## config.mk

```make
export PLATFORM = sky130hd
export DESIGN_NAME = ofmap_buf_ctrl
export DESIGN_NICKNAME = d
export VERILOG_FILES = /design/src/rtl/ofmap_buf_ctrl_pkg.sv /design/src/rtl/ofmap_out_fifo.sv /design/src/rtl/ofmap_buf_ctrl.sv
export SDC_FILE = /design/constraint.sdc
export NUM_CORES = 1
export LEC_CHECK = 0
export CAP_MARGIN = 20
export CORE_UTILIZATION = 53
export DETAILED_ROUTE_END_ITERATION = 6
export PLACE_DENSITY = 0.85
export RECOVER_POWER = 100
export SLEW_MARGIN = 5
export SYNTH_ARGS = -nofsm -noshare
export SYNTH_HDL_FRONTEND = slang
export SYNTH_SLANG_ARGS = --single-unit
```

## constraint.sdc

```tcl
create_clock -name clk -period 5.37 [get_ports clk]
set_input_delay 0.8055 -clock clk [delete_from_list [all_inputs] [get_ports clk]]
set_output_delay 0.8055 -clock clk [all_outputs]
set_load 0.03 [all_outputs]
```

## src/rtl/ofmap_buf_ctrl_pkg.sv

```systemverilog
`default_nettype none
// ============================================================================
// ofmap_buf_ctrl_pkg : shared defaults and read-credit helper for ofmap buffer
// Rev 1.0
// ============================================================================
package ofmap_buf_ctrl_pkg;

   localparam int SRAM_NUM_DEF = 4;
   localparam int ADDR_W_DEF = 7;
   localparam int DATA_W_DEF = 8;
   localparam int DEPTH_DEF  = 128;
   localparam int FIFO_DEPTH = 2;

   // A new read may be issued only if every beat already owed to the FIFO,
   // plus this one, still fits after the pop happening this cycle.
   function automatic logic rd_credit_ok(input logic [1:0] occ,
                                         input logic       pend_a,
                                         input logic       pend_b,
                                         input logic       pop);
      logic [2:0] used;
      used = {1'b0, occ} + {2'b00, pend_a} + {2'b00, pend_b};
      return (used - {2'b00, pop}) < 3'(FIFO_DEPTH);
   endfunction

endpackage
`default_nettype wire

```

## src/rtl/ofmap_out_fifo.sv

```systemverilog
`default_nettype none
// ============================================================================
// ofmap_out_fifo : 2-entry synchronous FIFO with push/pop and occupancy
// Rev 1.0
// ============================================================================
module ofmap_out_fifo #(
   parameter int WIDTH = 32
) (
   input  logic             clk,
   input  logic             rst,
   input  logic             push,
   input  logic [WIDTH-1:0] push_data,
   input  logic             pop,
   output logic [WIDTH-1:0] head,
   output logic [1:0]       occ,
   output logic             empty
);

   logic [WIDTH-1:0] r_mem [2];
   logic             r_wr_idx;
   logic             r_rd_idx;
   logic [1:0]       r_occ;
   logic             w_push;
   logic             w_pop;

   assign w_pop  = pop & (r_occ != 2'd0);
   assign w_push = push & ((r_occ != 2'd2) | w_pop);

   always_ff @(posedge clk) begin
      if (rst) begin
         for (int i = 0; i < 2; i++) r_mem[i] <= '0;
         r_wr_idx <= 1'b0;
         r_rd_idx <= 1'b0;
         r_occ    <= 2'd0;
      end else begin
         if (w_push) begin
            r_mem[r_wr_idx] <= push_data;
            r_wr_idx        <= ~r_wr_idx;
         end
         if (w_pop) r_rd_idx <= ~r_rd_idx;
         r_occ <= r_occ + {1'b0, w_push} - {1'b0, w_pop};
      end
   end

   assign head  = r_mem[r_rd_idx];
   assign occ   = r_occ;
   assign empty = (r_occ == 2'd0);

endmodule
`default_nettype wire

```

## src/rtl/ofmap_buf_ctrl.sv

```systemverilog
`default_nettype none
// ============================================================================
// ofmap_buf_ctrl : writes one frame of PE results into the ofmap SRAM banks,
//                  then streams it back out in order.          Rev 1.0
// ============================================================================
module ofmap_buf_ctrl
   import ofmap_buf_ctrl_pkg::*;
#(
   parameter int NUM_BANK = SRAM_NUM_DEF,
   parameter int ADDR_W   = ADDR_W_DEF,
   parameter int DATA_W   = DATA_W_DEF,
   parameter int DEPTH    = DEPTH_DEF
) (
   input  logic                       clk,
   input  logic                       rst,
   input  logic                       start,
   input  logic [ADDR_W:0]            cfg_len,
   output logic                       busy,
   output logic                       done,
   input  logic                       in_valid,
   output logic                       in_ready,
   input  logic [NUM_BANK*DATA_W-1:0] in_data,
   input  logic [NUM_BANK-1:0]        in_strb,
   output logic                       out_valid,
   input  logic                       out_ready,
   output logic [NUM_BANK*DATA_W-1:0] out_data,
   output logic                       sram_cen,
   output logic [NUM_BANK-1:0]        sram_wen,
   output logic [NUM_BANK*ADDR_W-1:0] sram_a,
   output logic [NUM_BANK*DATA_W-1:0] sram_d,
   input  logic [NUM_BANK*DATA_W-1:0] sram_q
);

   localparam logic [1:0] S_IDLE  = 2'd0;
   localparam logic [1:0] S_WRITE = 2'd1;
   localparam logic [1:0] S_READ  = 2'd2;
   localparam logic [1:0] S_DONE  = 2'd3;

   localparam logic [ADDR_W:0] ONE     = (ADDR_W+1)'(1);
   localparam logic [ADDR_W:0] MAX_LEN = (ADDR_W+1)'(DEPTH);

   logic [1:0]                 r_state;
   logic [1:0]                 w_state_nxt;
   logic [ADDR_W:0]            r_len;
   logic [ADDR_W:0]            r_wr_ptr;
   logic [ADDR_W:0]            r_rd_ptr;
   logic [ADDR_W:0]            r_pop_cnt;
   logic                       r_rd_pend_a;
   logic                       r_rd_pend_b;
   logic                       r_sram_cen;
   logic [NUM_BANK-1:0]        r_sram_wen;
   logic [NUM_BANK*ADDR_W-1:0] r_sram_a;
   logic [NUM_BANK*DATA_W-1:0] r_sram_d;

   logic                       w_in_ready;
   logic                       w_wr_fire;
   logic                       w_wr_last;
   logic                       w_pop;
   logic                       w_rd_last;
   logic                       w_rd_issue;
   logic                       w_start_ok;
   logic [1:0]                 w_occ;
   logic                       w_fifo_empty;

   assign w_start_ok = (r_state == S_IDLE) && start;
   assign w_wr_fire  = in_valid && w_in_ready;
   assign w_wr_last  = w_wr_fire && (r_wr_ptr == r_len - ONE);
   assign w_pop      = !w_fifo_empty && out_ready;
   assign w_rd_last  = w_pop && (r_pop_cnt == r_len - ONE);
   assign w_rd_issue = (r_state == S_READ) && (r_rd_ptr < r_len)
                       && rd_credit_ok(w_occ, r_rd_pend_a, r_rd_pend_b, w_pop);

   always_ff @(posedge clk) begin
      if (rst) r_state <= S_IDLE;
      else     r_state <= w_state_nxt;
   end

   always_comb begin
      w_state_nxt = r_state;
      case (r_state)
         S_IDLE:  if (start) w_state_nxt = (cfg_len == '0) ? S_DONE : S_WRITE;
         S_WRITE: if (w_wr_last) w_state_nxt = S_READ;
         S_READ:  if (w_rd_last) w_state_nxt = S_DONE;
         S_DONE:  w_state_nxt = S_IDLE;
         default: w_state_nxt = S_IDLE;
      endcase
   end

   always_comb begin
      busy       = 1'b0;
      done       = 1'b0;
      w_in_ready = 1'b0;
      case (r_state)
         S_WRITE: begin busy = 1'b1; w_in_ready = 1'b1; end
         S_READ:  busy = 1'b1;
         S_DONE:  begin busy = 1'b1; done = 1'b1; end
         default: ;
      endcase
   end

   assign in_ready = w_in_ready;

   // SRAM port is idle (cen/wen high) unless a write or read is launched;
   // address and data keep their last values across idle cycles.
   always_ff @(posedge clk) begin
      if (rst) begin
         r_len       <= '0;
         r_wr_ptr    <= '0;
         r_rd_ptr    <= '0;
         r_pop_cnt   <= '0;
         r_rd_pend_a <= 1'b0;
         r_rd_pend_b <= 1'b0;
         r_sram_cen  <= 1'b1;
         r_sram_wen  <= '1;
         r_sram_a    <= '0;
         r_sram_d    <= '0;
      end else begin
         r_sram_cen <= 1'b1;
         r_sram_wen <= '1;
         if (w_start_ok) begin
            r_len     <= (cfg_len > MAX_LEN) ? MAX_LEN : cfg_len;
            r_wr_ptr  <= '0;
            r_rd_ptr  <= '0;
            r_pop_cnt <= '0;
         end
         if (w_wr_fire) begin
            r_sram_cen <= 1'b0;
            r_sram_wen <= ~in_strb;
            r_sram_a   <= {NUM_BANK{r_wr_ptr[ADDR_W-1:0]}};
            r_sram_d   <= in_data;
            r_wr_ptr   <= r_wr_ptr + ONE;
         end
         if (w_rd_issue) begin
            r_sram_cen <= 1'b0;
            r_sram_a   <= {NUM_BANK{r_rd_ptr[ADDR_W-1:0]}};
            r_rd_ptr   <= r_rd_ptr + ONE;
         end
         r_rd_pend_a <= w_rd_issue;
         r_rd_pend_b <= r_rd_pend_a;
         if (w_pop) r_pop_cnt <= r_pop_cnt + ONE;
      end
   end

   assign sram_cen = r_sram_cen;
   assign sram_wen = r_sram_wen;
   assign sram_a   = r_sram_a;
   assign sram_d   = r_sram_d;

   ofmap_out_fifo #(
      .WIDTH (NUM_BANK*DATA_W)
   ) u_out_fifo (
      .clk       (clk),
      .rst       (rst),
      .push      (r_rd_pend_b),
      .push_data (sram_q),
      .pop       (w_pop),
      .head      (out_data),
      .occ       (w_occ),
      .empty     (w_fifo_empty)
   );

   assign out_valid = !w_fifo_empty;

endmodule
`default_nettype wire

```

==> results of run 1 <==
worst min-delay path, delay by kind of cell, from the launching register on:
family / cells / cell delay [ns]
AND/OR/NAND/NOR: 1 / 0.05
AO/OA/AOI/OAI: 1 / 0.05
flip-flops: 1 / 0.30
synth_stat cells, drive strengths merged, types with 2 or more instances:
cell / number / area [µm²]
a21o: 4 / 30.0
a21oi: 56 / 280
a22o: 2 / 17.5
a22oi: 2 / 15.0
a311oi: 10 / 87.6
a31oi: 5 / 31.3
and2: 66 / 413
and3: 7 / 43.8
buf: 30 / 224
clkbuf: 29 / 110
dfxtp: 85 / 1700
edfxtp: 64 / 1920
ha: 20 / 250
inv: 22 / 82.6
mux2: 35 / 394
nand2: 104 / 390
nand2b: 3 / 18.8
nand3: 21 / 105
nand3b: 3 / 22.5
nor2: 47 / 176
nor2b: 2 / 12.5
nor3: 3 / 15.0
nor3b: 8 / 60.1
o21a: 3 / 22.5
o21ai: 13 / 65.1
o31ai: 2 / 15.0
o41ai: 2 / 55.1
or2: 5 / 31.3
or4: 2 / 15.0
xnor2: 24 / 233
xor2: 2 / 17.5
layout make-up:
| cell class | instances | area [µm²] |
|---|---|---|
| repair buffers | 189 | 1840 |
| clock buffers | 23 | 522 |
| flip-flops and latches | 149 | 3620 |
| fillers | 906 | 3350 |
| multi-input cells | 463 | 2950 |
| inverters | 23 | 86.3 |
| well taps | 172 | 215 |
| clock inverters | 9 | 135 |
sequential cells by signal, summed over array words and instances (netlist names), named ones only:
| name | count |
|---|---|
| sram_a | 7 |
| r_wr_ptr | 8 |
| r_len | 8 |
| sram_cen | 1 |
| r_rd_pend_a | 1 |
| u_out_fifo.occ | 2 |
| r_state | 2 |
| r_rd_pend_b | 1 |
| r_pop_cnt | 8 |
| sram_d | 32 |
| u_out_fifo.r_rd_idx | 1 |
| sram_wen | 4 |
| u_out_fifo.r_wr_idx | 1 |
| u_out_fifo.r_mem | 64 |
| r_rd_ptr | 8 |
cells by family after synthesis:
group / after synthesis / share of synthesized area
AOI/OAI and AO/OA: 107 / 0.0976
xor gates and xnor gates: 27 / 0.0390
adders and majority gates: 21 / 0.0386
buffers and inverters: 82 / 0.0601
DFF: 149 / 0.518
muxes: 35 / 0.0563
and+or+nand+nor: 273 / 0.191
through the flow:
step | cells | total power (W) | worst slack, ns | util
2_1_floorplan | 694 | 0.00229 | 1.65 | -
3_3_place_gp | 996 | 0.00269 | 1.03 | 0.689
3_5_place_dp | 996 | 0.00273 | 0.899 | 0.689
4_1_cts | 1028 | 0.00403 | 1.33 | 0.740
5_1_grt | 1028 | 0.00411 | 0.823 | 0.737
6_report | 1028 | 0.00394 | 1.13 | 0.737
per-layer routing:
layer	GRT usage	up-vias
met5	0	-
met1	0.299	2653
li1	-	2644
met2	0.462	226
met4	0.108	0
met3	0.0675	22
power groups by stage:
stage          clock network [W]  logic [W]  registers, W
5_1_grt                  0.00135    0.00137       0.00139
6_report                 0.00129    0.00128       0.00137
4_1_cts                  0.00130    0.00135       0.00137
3_5_place_dp                   0    0.00133       0.00140
3_3_place_gp                   0    0.00130       0.00139
2_1_floorplan                  0   0.000828       0.00146
how the worst max path moves through the flow:
stage	start	end	slack, ns	cells after the start
after floorplan	out_ready	r_rd_ptr[5]	1.65	14
after global placement	out_ready	r_rd_ptr[0]	1.03	13
after detailed placement	out_ready	r_rd_ptr[0]	0.90	13
after CTS	out_ready	r_rd_ptr[0]	1.33	13
after global routing	out_ready	r_rd_ptr[5]	0.82	14
final	rst	u_out_fifo.r_mem[1][3]	1.13	3
==> summary.md, run 1 <==
| Metric | Value |
|---|---|
| Run status | finished with violations |
| Violated checks | capacitance limit, slew limit |
| Most used cells in the layout excluding fill and tap cells | nand2_1, dlygate4sd3_1, dfxtp_1, clkdlybuf4s50_1, edfxtp_1 |
| Final critical-path share of the clock period | 0.790 |
| Layout Skew | roughly 0.0093 ns |
| Total detailed-routing wirelength | roughly 17,000 µm |
| Number of search-and-repair iterations in the first detailed-routing pass | 5 |
| # clock sinks | approximately 150 |
| Leftover overflow at the end of global routing | 0 |
| Met2 WL | between 8000 and 9000 µm |
| Post-DR vias/cell | about 5.4 |
| Post-synth EDFFs | 64 |
| HPWL after DPL | 11,700 µm |
| Remaining antenna violation count | 0 |
| Share of synthesized flip-flops with an asynchronous set or reset | 0 |
| Transition time of the tightest slew-check pin | between 2 and 2.5 ns |
| Top routing layer in use | met4 |
| Synthesized area per cell | 10.1 µm² |
| Post-detailed-route DRC marker count | 0 |
| CP cell instances | clkbuf_1 -> clkbuf_1 -> or2_2 |
| R2r startpoint | u_out_fifo.occ[0] |
| Number of setup violations in the final report | 0 |
| Max-cap check violation count | 3 |
| Number of DRC markers in iteration 0 | between 300 and 400 |
| Logic pwr share | 0.324 |
| Final period demand of the worst path | 4.24 ns |
| Tightest hold margin | between 0.4 and 0.5 ns |
| Synthesized area | about 7000 µm² |
| IO Port Bufs | between 150 and 200 |
| Wl on met1 | about 7000 µm |
| Kind of path behind the tightest hold check | reg2reg |
| Largest buffer count on any clock path | 2 |
| Number of pins exceeding their max-slew limit in the final report | between 100 and 150 |
| Worst hold path depth | 2 |
| Count of endpoints failing hold in the final timing report | 0 |
| Capture endpoint of the worst hold path | sram_d[10] |
| CP Capture Type | flop |
| First-pass GRT wire length | ~27,000 µm |
| Detailed-route via count | approximately 5,500 |
| Number of setup buffers added after CTS | 0 |
| Overall fraction of global-route tracks in use | 0.260 |
| Reg clk slew, reported paths | about 0.060 ns |
| Most common cell on crit path | clkbuf_1 |
| Flop-to-flop setup slack | ~1.5 ns |
| Path type of the worst setup path | in2reg |
| Leakage power total | roughly 3.7 nW |
| Final net count | 945 |
| HP Start | sram_d[10] |
| Clk network pwr share | 0.328 |
| Antenna Cells | 0 |
| Antenna violations before repair | 0 |
| Most frequent standard cell in the layout excluding fill and tap cells | nand2_1 |
| Syn. warnings | 0 |
| Number of distinct library cells after synthesis | around 50 |
| Kind of start point of the critical path | input port |
| Gate count of the mapped netlist | 694 |
| Share of power burned in registers | 0.348 |
| Int Power | 0.00262 W |
| Number of top-level pins | approximately 180 |
| Htree depth | 4 |
| Net Sw Frac | 0.335 |
| VDD IR-drop max | around 370 µV |
| Share of layout cells above drive strength 1 | 0.0888 |
| Die H | 117 µm |
| Area of the placeable core | ~13,000 µm² |
| Library cell contributing the largest single delay on the critical path | clkbuf_1 |
| Largest net degree at the start of global routing | 54 |
| Final std cell area, no fill | between 9000 and 10,000 µm² |
| Routed WL per cell | 16.9 µm |
| Number of synthesized register bits | 149 |
| Fmax | approximately 240 MHz |
| Arrival time worst endpoint | 4.29 ns |
| Unrepaired setup endpoints after global routing | false |
| Length of routed met3 wiring | approximately 1200 µm |
| Cell at the root of the clock tree | clkbuf_16 |
| Headroom to the max-slew limit | -0.525 |
| Final weighted congestion of routability-driven global placement | slightly below 0.9 |
| Number of hold buffers added after CTS | 0 |
| Power dissipated by switching net loads | approximately 0.0013 W |
| Initial core utilization | 0.550 |
| Accumulated negative setup slack | 0 ns |
| Vias in the first global route | ~5,600 |
| CTS buffer count | 17 |
| Power per unit of standard cell area | roughly 420 nW/µm² |
| Depth of the most critical reg-to-reg path | 14 |
| Area delta synth->final | 34.0% |
| Highest fanout seen on the critical path | 53 |
| Slowest Stage Delay on Critical Path | roughly 1.7 ns |
| Main flop type after synthesis | dfxtp_1 |
| Worst skew pair latency | between 0.4 and 0.5 ns |
| Number of standard-cell rows in the floorplan | a little over 40 |
| Full die area | between 10,000 and 15,000 µm² |
| Kind of cell with the highest combined delay on the critical path | buffers and inverters |
| Synthesized net count | approximately 800 |
| CP required | 5.42 ns |
| DIE WIDTH | about 120 µm |
| Area after DPL | approximately 8800 µm² |
| Reg-to-reg endpoint | r_rd_ptr[5] |
| PostCTS Resize Cnt | 0 |
| Proportion of synthesized chip area in sequential cells | 0.518 |
| WP buf/inv | 2 |
| Clock tree from TritonCTS | yes |
Power figures use the tool's default switching activity.
==> run 2, diff against run 1 <==
CORE_UTILIZATION = 44   (was 53)
PLACE_DENSITY = 0.75   (was 0.85)
clock period = 3.9 ns   (was 5.37 ns; I/O delays follow)
==> summary.md, run 2 (synthesis results as in run 1) <==
| Metric | Value |
|---|---|
| CP Capture Type | flop |
| Clock tree from TritonCTS | yes |
| Post-DR vias/cell | 4.97 (-7.9%) |
| Number of pins exceeding their max-slew limit in the final report | 112 (-6.7%) |
| Accumulated negative setup slack | 0 ns (unchanged) |
| Utilization after layout | 0.612 (-0.125) |
| Area after DPL | 8840 µm² (+0.90%) |
| Antenna Cells | 0 (unchanged) |
| Fmax | 307 MHz |
| Remaining antenna violation count | 0 (unchanged) |
| Power dissipated by switching net loads | 0.00179 W (+36%) |
| Antenna violations before repair | 0 (unchanged) |
| Final setup slack of the worst path | 0.641 ns (-0.486 ns) |
| VDD IR-drop max | 422 µV (+14%) |
| Max-cap check violation count | 2 (-1) |
| Fill cell instance count of the final layout | 1,269 (+40%) |
| Layout Skew | 0.00738 ns (-0.00192 ns) |
| First-pass GRT wire length | 25,300 µm (-6.5%) |
| Kind of start point of the critical path | input port |
| Design Power | 0.00535 W (+36%) |
| Routed WL per cell | 14.7 µm (-13%) |
| Multi-input combinational cell area | 2940 µm² (-0.34%) |
| Most frequent standard cell in the layout excluding fill and tap cells | nand2_1 |
| Setup Slack @ Placement | 0.427 ns (-0.472 ns) |
| CP Launch Point | out_ready |
| Area of the placeable core | 15,400 µm² (+21%) |
| # clock sinks | 149 (unchanged) |
| Reg clk slew, reported paths | 0.06 ns (about the same) |
| Largest buffer count on any clock path | 2 (unchanged) |
| Int Power | 0.00355 W (+35%) |
| Number of search-and-repair iterations in the first detailed-routing pass | 4 (-1) |
| Full die area | 16,400 µm² (+20%) |
| Arrival time worst endpoint | 3.59 ns (-0.70 ns) |
| PostCTS Resize Cnt | 0 (unchanged) |
| Number of top-level pins | 182 (unchanged) |
| Detailed-route via count | 5,320 (-4.1%) |
| Number of flip-flops under the largest register name | 64 (unchanged) |
| IO Port Bufs | 181 (unchanged) |
| Reg-to-reg endpoint | r_rd_ptr[2] |
| Final net count | 949 (+0.42%) |
| Leftover overflow at the end of global routing | 0 (unchanged) |
| Share of power burned in registers | 0.351 (+0.003) |
| HPWL after DPL | 10,300 µm (-12%) |
| Path type of the worst setup path | in2reg |
| Critical path capture point | r_rd_ptr[2] |
| Flop-to-flop setup slack | 0.72 ns (-0.77 ns) |
| Number of setup violations in the final report | 0 (unchanged) |
| DIE WIDTH | 128 µm (+9.6%) |
| Final std cell area, no fill | 9410 µm² (+0.36%) |
| Final critical-path share of the clock period | 0.836 |
| Final weighted congestion of routability-driven global placement | 0.783 (-11%) |
| Number of standard-cell rows in the floorplan | 45 (+9.8%) |
| Number of DRC markers in iteration 0 | 424 (+34%) |
| Vias in the first global route | 5,068 (-10%) |
| R2r startpoint | u_out_fifo.occ[0] |
| Die H | 128 µm (+9.6%) |
| Unrepaired setup endpoints after global routing | false |
| Clk network pwr share | 0.325 (-0.003) |
| Count of endpoints failing hold in the final timing report | 0 (unchanged) |
| Most used cells in the layout excluding fill and tap cells | nand2_1, dlygate4sd3_1, dfxtp_1, clkdlybuf4s50_1, edfxtp_1 |
| Post-detailed-route DRC marker count | 0 (unchanged) |
| Run status | finished with violations |
| Highest fanout seen on the critical path | 11 (-79%) |
| Area delta synth->final | 34.4% |
| Share of layout cells above drive strength 1 | 0.0942 (+0.00540) |
| Initial core utilization | 0.455 (-0.0948) |
| Cell at the root of the clock tree | clkbuf_16 |
| Area occupied by registers | 3620 µm² (unchanged) |
| Overall fraction of global-route tracks in use | 0.199 (-0.0618) |
| CP required | 4.23 ns (-1.19 ns) |
| Htree depth | 4 (unchanged) |
| Logic pwr share | 0.324 (about the same) |
| Power per unit of standard cell area | 568 nW/µm² (+35%) |
| Number of setup buffers added after CTS | 0 (unchanged) |
| Transition time of the tightest slew-check pin | 1.85 ns (-0.438 ns) |
| Worst skew pair latency | 0.42 ns (about the same) |
| Largest net degree at the start of global routing | 79 (+46%) |
| Leakage power total | 3.67 nW (+0.12%) |
| Headroom to the max-slew limit | -0.233 (+0.292) |
| Number of hold buffers added after CTS | 0 (unchanged) |
| CTS buffer count | 17 (unchanged) |
| Net Sw Frac | 0.336 (+0.000968) |
| Kind of path behind the tightest hold check | reg2reg |
| Depth of the most critical reg-to-reg path | 14 (unchanged) |
| Top register by number of flip-flops | u_out_fifo.r_mem |
| Violated checks | capacitance limit, slew limit |
| Final period demand of the worst path | around 3.3 ns |
| Total detailed-routing wirelength | 15,800 µm (-9.1%) |
run 2: power groups by stage:
| stage | Combinational [W] | Sequential, W | Clock, W |
|---|---|---|---|
| global placement | 0.00182 | 0.00191 | 0 |
| detailed placement | 0.00184 | 0.00191 | 0 |
| floorplan | 0.00114 | 0.00201 | 0 |
| global route | 0.00187 | 0.00190 | 0.00183 |
| CTS | 0.00185 | 0.00188 | 0.00177 |
| finish | 0.00173 | 0.00188 | 0.00174 |
run 2: area by class of cell:
type / count / share of cell area
sequential: 149 / 0.385
clock inverter: 14 / 0.0210
multi-input combinational: 463 / 0.312
clock buffer: 18 / 0.0456
tap: 211 / 0.0281
timing repair buffer: 193 / 0.199
inverter: 23 / 0.00918
run 2: how the worst min path moves through the flow:
stage	start	cells after the start	to	slack (ns)
finish	sram_d[17]	2	sram_d[17]	0.45
floorplan	r_len[7]	2	r_len[7]	0.44
global route	sram_d[26]	2	sram_d[26]	0.47
CTS	sram_d[17]	2	sram_d[17]	0.45
detailed placement	sram_d[25]	2	sram_d[25]	0.45
global placement	sram_d[3]	2	sram_d[3]	0.44
run 2: critical path: stages:
cell and delay, ns:
dlygate4sd3_1 0.55, nand2_1 0.09, clkinv_1 0.09, ha_1 0.28, inv_1 0.04, ha_1 0.26, a21o_1 0.17, fa_1 0.44
nor2_1 0.10, nand3_1 0.10, a2111oi_0 0.38, buf_4 0.26, nand2b_1 0.08, a31oi_1 0.19
run 2: per-stage QoR:
step                hold WS, ns  cells
finish                    0.449   1071
global route              0.474   1071
CTS                       0.454   1071
detailed placement        0.446   1039
global placement          0.441   1039
floorplan                 0.436    694
run 2: per-layer routing:
layer  up-vias  share of wire  wire [µm]  track usage
met5         -              0          0            0
met4         0         0.0098        155       0.0727
met3        11          0.070       1110       0.0601
met2       167           0.48       7500        0.318
met1      2479           0.44       7000        0.253
li1       2663              -          -            -
==> run 3, diff against run 2 <==
clock period = 2.7 ns   (was 3.9 ns; I/O delays follow)
==> summary.md, run 3 (synthesis results as in run 1) <==
| Metric | Value |
|---|---|
| Number of DRC markers in iteration 0 | 366 (-14%) |
| Max-cap check violation count | 0 (-2) |
| IO Port Bufs | 181 (unchanged) |
| Most used cells in the layout excluding fill and tap cells | clkdlybuf4s50_1, nand2_1, dfxtp_1, and2_1, edfxtp_1 |
| Post-DR vias/cell | 4.95 (-0.27%) |
| Unrepaired setup endpoints after global routing | true |
| DIE WIDTH | 128 µm (unchanged) |
| First-pass GRT wire length | 25,400 µm (+0.33%) |
| Worst hold path depth | 2 (unchanged) |
| Area of the placeable core | 15,400 µm² (unchanged) |
| Antenna violations before repair | 0 (unchanged) |
| Number of hold buffers added after CTS | 0 (unchanged) |
| Run status | finished with violations |
| Final critical-path share of the clock period | 1.11 |
| Number of pins exceeding their max-slew limit in the final report | 0 (-100%) |
| CP Capture Type | flop |
| Cell at the root of the clock tree | clkbuf_16 |
| Setup Slack @ Placement | -0.495 ns (-0.922 ns) |
| Fmax | between 300 and 400 MHz |
| Kind of start point of the critical path | flop |
| Power dissipated by switching net loads | 0.00270 W (+50%) |
| Reg clk slew, reported paths | 0.06 ns (about the same) |
| Number of search-and-repair iterations in the first detailed-routing pass | 4 (unchanged) |
| Logic pwr share | 0.351 (+0.027) |
| Headroom to the max-slew limit | 0.210 (+0.443) |
| # clock sinks | 149 (unchanged) |
| Number of flip-flops under the largest register name | 64 (unchanged) |
| Clk network pwr share | 0.317 (-0.008) |
| Highest fanout seen on the critical path | 6 (-5) |
| Antenna Cells | 0 (unchanged) |
| Path type of the worst setup path | reg2reg |
| Overall fraction of global-route tracks in use | 0.198 (-0.000469) |
| Share of power burned in registers | 0.332 (-0.019) |
| Worst skew pair latency | 0.41 ns (about the same) |
| Slowest Stage Delay on Critical Path | 0.46 ns (-0.09 ns) |
| Htree depth | 4 (unchanged) |
| Most frequent standard cell in the layout excluding fill and tap cells | clkdlybuf4s50_1 |
| Largest net degree at the start of global routing | 54 (-32%) |
| Remaining antenna violation count | 0 (unchanged) |
| Leakage power total | 3.59 nW (-2.3%) |
| Clock tree from TritonCTS | yes |
| Count of endpoints failing hold in the final timing report | 0 (unchanged) |
| Depth of the most critical reg-to-reg path | 13 (-1) |
| VDD IR-drop max | 626 µV (+48%) |
| Library cell contributing the largest single delay on the critical path | fa_1 |
| Largest buffer count on any clock path | 2 (unchanged) |
| Most common cell on crit path | ha_4 |
| Total detailed-routing wirelength | 16,100 µm (+2.0%) |
| Area delta synth->final | 38.4% |
| CP cell instances | or2_4 -> nand2_4 -> clkinv_8 -> ha_4 -> inv_2 -> ha_4 -> a21o_1 -> fa_1 -> nor2_2 -> nand3_2 -> a211o_4 -> and3b_1 -> mux2_4 |
| Share of layout cells above drive strength 1 | 0.134 (+0.0397) |
| Die H | 128 µm (unchanged) |
| Kind of path behind the tightest hold check | reg2reg |
| Top register by number of flip-flops | u_out_fifo.r_mem |
| Final setup slack of the worst path | -0.292 ns (-0.933 ns) |
| Power per unit of standard cell area | 844 nW/µm² (+49%) |
| Utilization after layout | 0.630 (+0.0182) |
| CTS buffer count | 17 (unchanged) |
| HPWL after DPL | 10,700 µm (+3.8%) |
| Leftover overflow at the end of global routing | 0 (unchanged) |
| Net Sw Frac | 0.330 (-0.00558) |
| Final period demand of the worst path | about 3 ns |
| Number of top-level pins | 182 (unchanged) |
| Violated checks | setup timing |
| Final net count | 963 (+1.5%) |
| Layout Skew | 0.00712 ns (-0.000258 ns) |
| Routed WL per cell | 14.8 µm (+0.65%) |
| Number of standard-cell rows in the floorplan | 45 (unchanged) |
| Post-detailed-route DRC marker count | 0 (unchanged) |
| Transition time of the tightest slew-check pin | 1.19 ns (-0.664 ns) |
| Detailed-route via count | 5,375 (+1.0%) |
| CP required | 3.01 ns (-1.22 ns) |
| Int Power | 0.00548 W (+54%) |
| Arrival time worst endpoint | 3.30 ns (-0.29 ns) |
| Full die area | 16,400 µm² (unchanged) |
| Initial core utilization | 0.455 (unchanged) |
| Vias in the first global route | 5,179 (+2.2%) |
| Final weighted congestion of routability-driven global placement | 0.823 (+5.1%) |
| Number of setup violations in the final report | 16 (+16) |
-- run 3: changes by cell type in the layout (fill, tap and decap cells not counted), sizes merged --
cell,delta
clkdlybuf4s50,+101
inv,-1
bufinv,+1
clkinvlp,-2
buf,+16
dlygate4sd3,-101
-- run 3: final timing paths --
path                                        start           to  slack, ns
worst min register to register          sram_d[1]    sram_d[1]       0.45
worst max register to register  u_out_fifo.occ[1]  r_rd_ptr[0]      -0.29
worst max-delay path            u_out_fifo.occ[1]  r_rd_ptr[0]      -0.29
worst min-delay path                    sram_d[1]    sram_d[1]       0.45
-- run 3: power by group through the flow --
stage | logic (W) | registers, W | clock network [W]
after floorplan | 0.00170 | 0.00292 | 0
after global placement | 0.00273 | 0.00276 | 0
after detailed placement | 0.00276 | 0.00276 | 0
after CTS | 0.00282 | 0.00272 | 0.00262
after global routing | 0.00308 | 0.00275 | 0.00273
final | 0.00287 | 0.00272 | 0.00259
-- run 3: layout make-up --
| type | instances | area, µm² |
|---|---|---|
| fillers | 1251 | 5680 |
| flip-flops and latches | 149 | 3630 |
| multi-input cells | 463 | 3080 |
| well taps | 211 | 264 |
| clock inverters | 12 | 198 |
| inverters | 23 | 98.8 |
| repair buffers | 207 | 1980 |
| clock buffers | 20 | 447 |
-- run 3: timing repair --
item,CTS,global route
pin swaps,3,5
resized for setup,4,14
endpoints found under the setup margin,16,17
setup buffers,2,2
gates cloned,0,2
-- run 3: worst max-delay path: cells and delay by family, from the launching register on --
kind	cells	cell delay (ns)
AO/OA/AOI/OAI	2	0.53
AND/OR/NAND/NOR	5	0.79
flip-flops	1	0.32
multiplexers	1	0.25
buffers and inverters	2	0.09
adder cells (fa/ha/maj)	3	0.90
-- run 3: per-layer routing --
layer,part of all wire,global-route usage
met1,0.46,0.261
met2,0.47,0.319
met3,0.059,0.0480
met4,0.0094,0.0664
met5,0,0
-- run 3: per-stage QoR --
step	setup TNS, ns	hold slack (ns)	instance area (µm²)	cells	total power (W)
3_5_place_dp	-7.32	0.448	8960	1047	0.00552
4_1_cts	-1.98	0.453	9630	1081	0.00816
6_report	-3.30	0.453	9690	1085	0.00818
5_1_grt	-4.92	0.465	9690	1085	0.00856
3_3_place_gp	-6.97	0.441	8960	1047	0.00549
2_1_floorplan	-4.78	0.436	7070	694	0.00462
